`config.mk`:
```
export PLATFORM = sky130hd
export DESIGN_NAME = ram_burst_master
export DESIGN_NICKNAME = d
export VERILOG_FILES = /design/src/rtl/ram_burst_master.sv
export SDC_FILE = /design/constraint.sdc
export NUM_CORES = 1
export LEC_CHECK = 0
export CORE_ASPECT_RATIO = 1.75
export CORE_MARGIN = 3
export CORE_UTILIZATION = 44
export CTS_BUF_LIST = sky130_fd_sc_hd__clkbuf_4 sky130_fd_sc_hd__clkbuf_8
export DETAILED_ROUTE_END_ITERATION = 16
export PLACE_DENSITY = 0.79
export SYNTH_ARGS = -nofsm -noshare
export SYNTH_HDL_FRONTEND = slang
export SYNTH_SLANG_ARGS = --single-unit
```
`constraint.sdc`:
```
create_clock -name clk -period 2.1 [get_ports clk]
set_input_delay 0.42 -clock clk [delete_from_list [all_inputs] [get_ports clk]]
set_output_delay 0.42 -clock clk [all_outputs]
set_load 0.01 [all_outputs]
```
`src/rtl/ram_burst_master.sv`:
```
// ram_burst_master: command-driven initiator for one port of a dual-port RAM.
// Accepts single/burst write and read commands, and returns read data tagged
// with its address.
// Optional build macro RAM_BURST_MASTER_CHECK_EN adds a read-back compare
// (chk_err / chk_cnt) for burst-read commands.

module ram_burst_master #(
  parameter int  DATA_WIDTH = 16,
  parameter int  DATA_DEPTH = 256,
  parameter int  RD_LAT     = 1,
  localparam int AW         = $clog2(DATA_DEPTH)
) (
  input  logic                  clk,
  input  logic                  rst,
  input  logic                  cmd_valid,
  output logic                  cmd_ready,
  input  logic [1:0]            cmd_op,
  input  logic [AW-1:0]         cmd_addr,
  input  logic [AW:0]           cmd_len,
  input  logic [DATA_WIDTH-1:0] cmd_data,
  input  logic [DATA_WIDTH-1:0] cmd_step,
  output logic                  ram_we,
  output logic [AW-1:0]         ram_addr,
  output logic [DATA_WIDTH-1:0] ram_din,
  input  logic [DATA_WIDTH-1:0] ram_dout,
  output logic                  rd_valid,
  output logic [DATA_WIDTH-1:0] rd_data,
  output logic [AW-1:0]         rd_addr,
`ifdef RAM_BURST_MASTER_CHECK_EN
  output logic                  chk_err,
  output logic [AW:0]           chk_cnt,
`endif
  output logic                  done
);

  localparam logic [AW:0]   MAX_LEN      = (AW+1)'(DATA_DEPTH);
  localparam logic [AW-1:0] LAST_ADDR    = AW'(DATA_DEPTH - 1);
  localparam logic [2:0]    DRAIN_CYCLES = 3'(RD_LAT);

  typedef enum logic [2:0] {
    ST_IDLE,
    ST_WR,
    ST_RD,
    ST_DRAIN,
    ST_DONE
  } state_t;

  state_t state_q, state_d;

  logic [AW:0]           remain_q, remain_d;
  logic [2:0]            drain_q, drain_d;
  logic [DATA_WIDTH-1:0] step_q, step_d;
  logic                  ram_we_q, ram_we_d;
  logic [AW-1:0]         ram_addr_q, ram_addr_d;
  logic [DATA_WIDTH-1:0] ram_din_q, ram_din_d;
  logic                  rd_issue_q, rd_issue_d;

  logic [RD_LAT-1:0]          pipe_vld_q, pipe_vld_d;
  logic [RD_LAT-1:0][AW-1:0]  pipe_addr_q, pipe_addr_d;

  logic                  accept;
  logic [AW:0]           eff_len;
  logic [AW-1:0]         next_addr;

`ifdef RAM_BURST_MASTER_CHECK_EN
  logic [1:0]            op_q, op_d;
  logic [DATA_WIDTH-1:0] exp_q, exp_d;
  logic                  chk_err_q, chk_err_d;
  logic [AW:0]           chk_cnt_q, chk_cnt_d;
`endif

  // Command acceptance, effective burst length and wrapping address increment.
  always_comb begin
    accept = cmd_valid && (state_q == ST_IDLE) && !rst;
    if (!cmd_op[1]) begin
      eff_len = (AW+1)'(1);
    end else if (cmd_len > MAX_LEN) begin
      eff_len = MAX_LEN;
    end else begin
      eff_len = cmd_len;
    end
    if (ram_addr_q == LAST_ADDR) begin
      next_addr = '0;
    end else begin
      next_addr = ram_addr_q + AW'(1);
    end
  end

  // State register plus all datapath flops; reset flushes the read pipeline.
  always_ff @(posedge clk) begin
    if (rst) begin
      state_q     <= ST_IDLE;
      remain_q    <= '0;
      drain_q     <= '0;
      step_q      <= '0;
      ram_we_q    <= 1'b0;
      ram_addr_q  <= '0;
      ram_din_q   <= '0;
      rd_issue_q  <= 1'b0;
      pipe_vld_q  <= '0;
      pipe_addr_q <= '0;
`ifdef RAM_BURST_MASTER_CHECK_EN
      op_q        <= '0;
      exp_q       <= '0;
      chk_err_q   <= 1'b0;
      chk_cnt_q   <= '0;
`endif
    end else begin
      state_q     <= state_d;
      remain_q    <= remain_d;
      drain_q     <= drain_d;
      step_q      <= step_d;
      ram_we_q    <= ram_we_d;
      ram_addr_q  <= ram_addr_d;
      ram_din_q   <= ram_din_d;
      rd_issue_q  <= rd_issue_d;
      pipe_vld_q  <= pipe_vld_d;
      pipe_addr_q <= pipe_addr_d;
`ifdef RAM_BURST_MASTER_CHECK_EN
      op_q        <= op_d;
      exp_q       <= exp_d;
      chk_err_q   <= chk_err_d;
      chk_cnt_q   <= chk_cnt_d;
`endif
    end
  end

  // Next-state logic: IDLE -> WR/RD (or DONE for empty bursts), RD -> DRAIN -> DONE.
  always_comb begin
    state_d = state_q;
    case (state_q)
      ST_IDLE: begin
        if (accept) begin
          if (eff_len == '0) begin
            state_d = ST_DONE;
          end else if (cmd_op[0]) begin
            state_d = ST_RD;
          end else begin
            state_d = ST_WR;
          end
        end
      end
      ST_WR: begin
        if (remain_q <= (AW+1)'(1)) begin
          state_d = ST_DONE;
        end
      end
      ST_RD: begin
        if (remain_q <= (AW+1)'(1)) begin
          state_d = ST_DRAIN;
        end
      end
      ST_DRAIN: begin
        if (drain_q <= 3'd1) begin
          state_d = ST_DONE;
        end
      end
      ST_DONE: begin
        state_d = ST_IDLE;
      end
      default: begin
        state_d = ST_IDLE;
      end
    endcase
  end

  // Access generation: the first beat is loaded at acceptance so it appears the next cycle.
  always_comb begin
    remain_d   = remain_q;
    drain_d    = drain_q;
    step_d     = step_q;
    ram_we_d   = 1'b0;
    ram_addr_d = ram_addr_q;
    ram_din_d  = ram_din_q;
    rd_issue_d = 1'b0;
    case (state_q)
      ST_IDLE: begin
        if (accept) begin
          step_d   = cmd_step;
          remain_d = eff_len;
          if (eff_len != '0) begin
            ram_addr_d = cmd_addr;
            if (cmd_op[0]) begin
              rd_issue_d = 1'b1;
            end else begin
              ram_we_d  = 1'b1;
              ram_din_d = cmd_data;
            end
          end
        end
      end
      ST_WR: begin
        if (remain_q > (AW+1)'(1)) begin
          remain_d   = remain_q - (AW+1)'(1);
          ram_addr_d = next_addr;
          ram_din_d  = ram_din_q + step_q;
          ram_we_d   = 1'b1;
        end else begin
          remain_d = '0;
        end
      end
      ST_RD: begin
        if (remain_q > (AW+1)'(1)) begin
          remain_d   = remain_q - (AW+1)'(1);
          ram_addr_d = next_addr;
          rd_issue_d = 1'b1;
        end else begin
          remain_d = '0;
          drain_d  = DRAIN_CYCLES;
        end
      end
      ST_DRAIN: begin
        drain_d = drain_q - 3'd1;
      end
      default: begin
        remain_d = remain_q;
      end
    endcase
  end

  // Read-return delay line: tags each issued read with its address for RD_LAT cycles.
  always_comb begin
    pipe_vld_d     = pipe_vld_q;
    pipe_addr_d    = pipe_addr_q;
    pipe_vld_d[0]  = rd_issue_q;
    pipe_addr_d[0] = ram_addr_q;
    for (int k = 1; k < RD_LAT; k++) begin
      pipe_vld_d[k]  = pipe_vld_q[k-1];
      pipe_addr_d[k] = pipe_addr_q[k-1];
    end
  end

`ifdef RAM_BURST_MASTER_CHECK_EN
  // Burst read-back compare against the seed/step sequence, cleared per burst-read command.
  always_comb begin
    op_d      = op_q;
    exp_d     = exp_q;
    chk_err_d = chk_err_q;
    chk_cnt_d = chk_cnt_q;
    if (accept) begin
      op_d = cmd_op;
      if (cmd_op == 2'b11) begin
        exp_d     = cmd_data;
        chk_err_d = 1'b0;
        chk_cnt_d = '0;
      end
    end else if (pipe_vld_q[RD_LAT-1] && (op_q == 2'b11)) begin
      exp_d = exp_q + step_q;
      if (ram_dout != exp_q) begin
        chk_err_d = 1'b1;
        if (chk_cnt_q != '1) begin
          chk_cnt_d = chk_cnt_q + (AW+1)'(1);
        end
      end
    end
  end

  assign chk_err = chk_err_q;
  assign chk_cnt = chk_cnt_q;
`endif

  // Output decode: handshake and completion pulse are suppressed while reset is held.
  always_comb begin
    cmd_ready = (state_q == ST_IDLE) && !rst;
    done      = (state_q == ST_DONE) && !rst;
    ram_we    = ram_we_q;
    ram_addr  = ram_addr_q;
    ram_din   = ram_din_q;
    rd_valid  = pipe_vld_q[RD_LAT-1];
    rd_addr   = pipe_addr_q[RD_LAT-1];
    rd_data   = pipe_vld_q[RD_LAT-1] ? ram_dout : '0;
  end

endmodule

```
==> metrics.txt, run 1 <==
Final Skew 0.00594 ns; clk slew on worst S/H paths 0.07 ns; Fmax achieved 418 MHz; root buffer cell clkbuf_8; R2R depth 10; CP startpoint kind register; 1st-pass router iterations 5; Critical Path Sink Type register; Hold Violations, Final 0; Post-synth EDFFs 0; Final setup viols 5; Detail Placement HPWL 9900 um; H-tree levels 3; worst r2r src step_q[0]; Top FF cell, synth dfxtp_1; post-route worst setup slack -0.294 ns; mapped cell area 4020 um^2; initial antenna violation count 0; Worst Hold End step_q[2]; Ys Warns 0; post-synthesis cell count 509; gpl congestion 0.972; total power draw 8.77 mW; Critical Path AT 2.64 ns; die width 78.2 um; met3 Use GR 5.72%; IO Count 122; Wirelength per Cell 17.1 um; clock sinks 66; Final period util 114%; largest net degree at the start of global routing 57; CTS Buf Count 9; Die Ht 132 um; reg2reg end ram_din[14]; Rows 45; via count 4575; min-delay worst type reg -> reg; worst hold start step_q[2]; Synth Net Count 600; synth-to-layout area growth 58.3%; vias in the first global route 4426; Setup CP Type reg -> reg; minimum clock period 2.39 ns; gr busiest metal met2; RSZ-0062 raised after global routing yes; residual overflow from global routing 0; Peak VDD IR 0.000779 V; max cap viols 0; CTS Buffer Depth 2; cell depth of the worst hold path 2; failing checks setup timing; diode count 0; Final Max Tran Viols 0; Final nets 795; status finished with violations; Cell variety after synth 62; pwr dens 1380 nW/um^2; worst hold slack 0.464 ns; Static Leak 2.62 nW; routed wire length 14100 um; Async S/R FF share, synth 0%; #FFs+latches synth 66; register area share after synthesis 32.9%; worst slew pin tran 0.675 ns; vias per inst 5.55; grt met1 use 28.2%; Routed Antenna Nets 0; final instance area 6360 um^2; drt initial violations 293; dpl cell area 5770 um^2; Slew headroom 55.0%; gr usage total 26.3%; port bufs 121; met2 GRT Util 49.1%; required time worst endpoint 2.35 ns; Post-Syn Area per Cell 7.89 um^2; initial core utilization 45.7%; share of cells above drive strength 1 27.4%; TritonCTS clock tree done; CP max FO 3; worst-skew pair later-pin latency 0.36 ns; R2R setup slack -0.29 ns; first-pass GRT wire length 21800 um; die area 10400 um^2; core footprint 8780 um^2; DRC 0
[layout by cell type, fill, tap and decap left out, types with 11 or more instances in the layout]
cell type,count
clkdlybuf4s50_1,110
a21oi_2,14
o21ai_0,16
inv_1,17
nand2_1,70
and2_1,18
a21o_1,12
buf_4,90
nor3_1,16
clkbuf_8,11
nor2_1,52
ha_1,13
dfxtp_2,15
dfxtp_1,50
a21oi_1,44
[state kept, by name, summed over array words and instances, names as in the netlist]
name / count
step_q: 16
pipe_vld_d: 1
state_q: 3
remain_q: 9
rd_addr: 8
ram_addr: 8
ram_din: 16
ram_we: 1
drain_q: 3
rd_valid: 1
[Yosys cell counts (4+ instances only)]
cell	n	area share [%]
a21oi_2	7	1.5
xor2_1	5	1.1
nor3_1	18	2.2
o21ai_0	18	2.2
and2_1	18	2.8
nor2_1	55	5.1
a21o_1	12	2.2
or2_2	4	0.62
a22oi_1	4	0.75
dfxtp_1	66	33
and3_1	4	0.62
buf_2	5	0.62
a211oi_2	6	1.9
a21oi_1	51	6.4
clkbuf_1	15	1.4
nand4_1	4	0.62
nor2b_1	10	1.6
ha_1	20	6.2
nand3_1	8	1.0
a31oi_1	4	0.62
nand2_1	73	6.8
mux2i_1	4	1.0
or3_1	4	0.62
a211oi_1	10	1.9
xnor2_1	4	0.87
inv_1	19	1.8
buf_6	5	1.4
[worst max-delay path, stage by stage, from the launching register on]
cell,delay [ns]
dfxtp_2,0.35
ha_4,0.15
inv_2,0.04
fa_2,0.38
nor2b_4,0.15
o31a_1,0.21
a221oi_4,0.10
o221ai_2,0.26
a31oi_2,0.15
xor2_1,0.19
a2111oi_2,0.30
[power breakdown]
group          total [mW]  switching, mW  internal, mW
Combinational        5.62           2.82          2.79
Clock                1.07          0.476         0.595
Sequential           2.09          0.398          1.69
Total                8.77           3.70          5.08
[layout make-up]
cell class / count / area, um^2
clock buffers: 11 / 151
clock inverters: 3 / 40.0
fillers: 668 / 2420
inverters: 19 / 71.3
multi-input cells: 395 / 2700
flip-flops and latches: 66 / 1340
well taps: 117 / 146
repair buffers: 213 / 1900
[metal layers]
metal  wire, um  part of all wire, %
met5          0                    0
met4        482                  3.4
met3        627                  4.5
met2       7900                   56
met1       5060                   36
[worst max-delay path by stage]
stage                    start           to  cells after the start
finish               step_q[0]  ram_din[14]                     10
CTS                 ram_din[0]  ram_din[14]                     10
floorplan           ram_din[0]  ram_din[14]                     10
detailed placement  cmd_len[2]  ram_addr[7]                      9
global route        ram_din[0]  ram_din[14]                     10
global placement    cmd_len[2]  ram_addr[1]                      8
[metrics by stage]
| step | setup TNS [ns] | worst slack, ns | utilization, % | cells |
|---|---|---|---|---|
| after floorplan | -0.0789 | -0.0789 | - | 509 |
| after detailed placement | -13.97 | -0.545 | 65.7 | 790 |
| after global routing | -1.35 | -0.418 | 72.4 | 824 |
| after CTS | -0.411 | -0.230 | 70.0 | 812 |
| final | -0.725 | -0.294 | 72.4 | 824 |
| after global placement | -12.00 | -0.493 | 65.7 | 790 |
[kinds of logic (layout without fill, tap and decap cells)]
family,count (synthesis),count (layout),share of synthesized area (%)
fa+ha+maj,21,21,6.73
flops,66,66,32.9
compound gates,146,146,25.1
xor+xnor,9,9,1.96
mux,4,4,0.997
buf+inv,48,246,6.23
simple gates,215,215,26.1
[timing repair]
item | CTS | global route
endpoints found under the setup margin | 26 | 38
gates resized for setup | 40 | 31
pin swaps | 16 | 25
setup buffers | 8 | 15
gates cloned | 0 | 0
hold buffers | 0 | 0
(Power assumes the default switching activity.)
==> run 2, diff against run 1 <==
--- a/config.mk
+++ b/config.mk
@@ -14,3 +14,4 @@
 export SYNTH_ARGS = -nofsm -noshare
 export SYNTH_HDL_FRONTEND = slang
 export SYNTH_SLANG_ARGS = --single-unit
+export TNS_END_PERCENT = 30
==> run 2 against run 1 <==
- the flow still finishes with violations (setup timing)
- first-iteration DRC count down 16%
- register-to-register slack improved by 0.02 ns
- global-route usage stayed put
- largest power group unchanged
- sequential power barely moved
- count of clock-buffer cells in the layout stayed put
- sequential share of layout area grew 0.25 points
- wire length fell by 1.9%
- die area did not move
- final cell count fell by 0.73%
- via count fell by 1.1%
==> metrics.txt, run 2 (same netlist as run 1, synthesis figures left out) <==
status finished with violations (unchanged); failing checks setup timing (unchanged); Static Leak 2.59 nW (was 2.62 nW); synth-to-layout area growth 56.3% (was 58.3%); Routed Antenna Nets 0 (unchanged); commonest non-fill, non-tap cell in the layout clkdlybuf4s50_1 (unchanged); vias in the first global route 4425 (was 4426); die area 10400 um^2 (unchanged); drt initial violations 247 (was 293); gpl congestion 0.972 (unchanged); CTS Buf Count 9 (unchanged); minimum clock period 2.37 ns (was 2.39 ns); Detail Placement HPWL 9900 um (unchanged); clock share of power 12.5% (was 12.2%); CTS Hold Buffers Added 0 (unchanged); Rows 45 (unchanged); RSZ-0062 raised after global routing yes (unchanged); diode count 0 (unchanged); Hold Violations, Final 0 (unchanged); post-route insts no fill 818 (was 824); post-route worst setup slack -0.274 ns (was -0.294 ns); routed wire length 13800 um (was 14100 um); NetSw 3.63 mW (was 3.70 mW); min-delay worst type reg -> reg (unchanged); multi-input logic area 2670 um^2 (was 2700 um^2); dpl cell area 5770 um^2 (unchanged); root buffer cell clkbuf_8 (unchanged); share of power burned in combinational logic 63.3% (was 64.0%); clk slew on worst S/H paths 0.07 ns (about the same); vias per inst 5.53 (was 5.55); largest net degree at the start of global routing 57 (unchanged); commonest non-fill, non-tap cells in the layout clkdlybuf4s50_1, buf_4, nand2_1, nor2_1, dfxtp_1 (unchanged); final instance area 6280 um^2 (was 6360 um^2); total power draw 8.59 mW (was 8.77 mW); Final Skew 0.00611 ns (was 0.00594 ns); final setup TNS -0.810 ns (was -0.725 ns); DP Cell Count 790 (unchanged); residual overflow from global routing 0 (unchanged); Setup CP Type reg -> reg (unchanged); Final setup viols 11 (was 5); gr busiest metal met2 (unchanged); TritonCTS clock tree done (unchanged); H-tree levels 3 (unchanged); # fillers 677 (was 668); Critical Path Sink Type register (unchanged); Final period util 113% (was 114%); worst-skew pair later-pin latency 0.36 ns (about the same); IO Count 122 (unchanged); worst hold slack 0.464 ns (about the same); Slew headroom 55.3% (was 55.0%); initial core utilization 45.7% (unchanged); Die Ht 132 um (unchanged); P_int 4.97 mW (was 5.08 mW); via count 4525 (was 4575); Peak VDD IR 0.000748 V (was 0.000779 V); die width 78.2 um (unchanged); initial antenna violation count 0 (unchanged); Fmax achieved 421 MHz (was 418 MHz); CP startpoint kind register (unchanged); max cap viols 0 (unchanged); required time worst endpoint 2.35 ns (about the same); Register Area 1340 um^2 (about the same); met2 GRT Util 49.1% (unchanged); grt met1 use 28.2% (unchanged); Seq pwr share 24.2% (was 23.8%); first-pass GRT wire length 21800 um (unchanged); Final nets 789 (was 795); pwr dens 1370 nW/um^2 (was 1380 nW/um^2); clock sinks 66 (unchanged); Final Max Tran Viols 0 (unchanged); CP max FO 3 (unchanged); share of cells above drive strength 1 25.7% (was 27.4%); 1st-pass router iterations 5 (unchanged); Critical Path AT 2.63 ns (was 2.64 ns); Wirelength per Cell 16.9 um (was 17.1 um); met3 Use GR 5.72% (unchanged); core footprint 8780 um^2 (unchanged); port bufs 121 (unchanged); CTS Buffer Depth 2 (unchanged); worst slew pin tran 0.670 ns (was 0.675 ns); Switching Share 42.2% (was 42.1%); DRC 0 (unchanged); gr usage total 26.3% (unchanged)
## run 2: final cells by class
| type | count | share of cell area, % |
|---|---|---|
| Timing Repair Buffer | 207 | 29.5 |
| Sequential cell | 66 | 21.4 |
| Inverter | 19 | 1.14 |
| Tap cell | 117 | 2.33 |
| Clock inverter | 3 | 0.638 |
| Multi-Input combinational cell | 395 | 42.6 |
| Clock buffer | 11 | 2.41 |
## run 2: repair_timing
item                       4_1_cts  5_1_grt
setup buffers                    8        9
setup endpoints to repair       26       38
pin swaps                       16       23
resized for setup               40       23
## run 2: metal layers
layer  vias up  part of all wire, %
li1       2162                    -
met1      2165                   37
met2       157                   56
met3        41                  4.3
met4         0                  2.8
met5         -                    0
## run 2: power by group through the flow
| stage | registers, mW | logic (mW) | clock network [mW] |
|---|---|---|---|
| after global placement | 2.03 | 4.81 | 0 |
| after floorplan | 2.10 | 2.88 | 0 |
| after CTS | 2.05 | 5.12 | 1.09 |
| after global routing | 2.13 | 5.90 | 1.15 |
| after detailed placement | 2.04 | 4.97 | 0 |
| final | 2.08 | 5.44 | 1.07 |
## run 2: stage by stage
step           worst slack [ns]  util, %
2_1_floorplan           -0.0789        -
6_report                 -0.274     71.5
5_1_grt                  -0.415     71.5
3_5_place_dp             -0.545     65.7
3_3_place_gp             -0.493     65.7
4_1_cts                  -0.230     70.0
## run 2: worst paths after layout
path              startpoint           to  slack [ns]  depth (start not counted)
setup / recovery  ram_din[0]  ram_din[14]       -0.27                         10
hold / removal     step_q[2]    step_q[2]        0.46                          2
setup reg to reg  ram_din[0]  ram_din[14]       -0.27                         10
hold reg to reg    step_q[2]    step_q[2]        0.46                          2
## run 2: critical path, cell delays in order, from the launching register on
cell and delay, ns:
dfxtp_4 0.35, ha_4 0.16, inv_2 0.06, fa_2 0.23, nor2b_4 0.05, o31a_1 0.28
a221oi_4 0.30, o221ai_2 0.19, a31oi_2 0.23, xor2_1 0.11, a2111oi_2 0.30
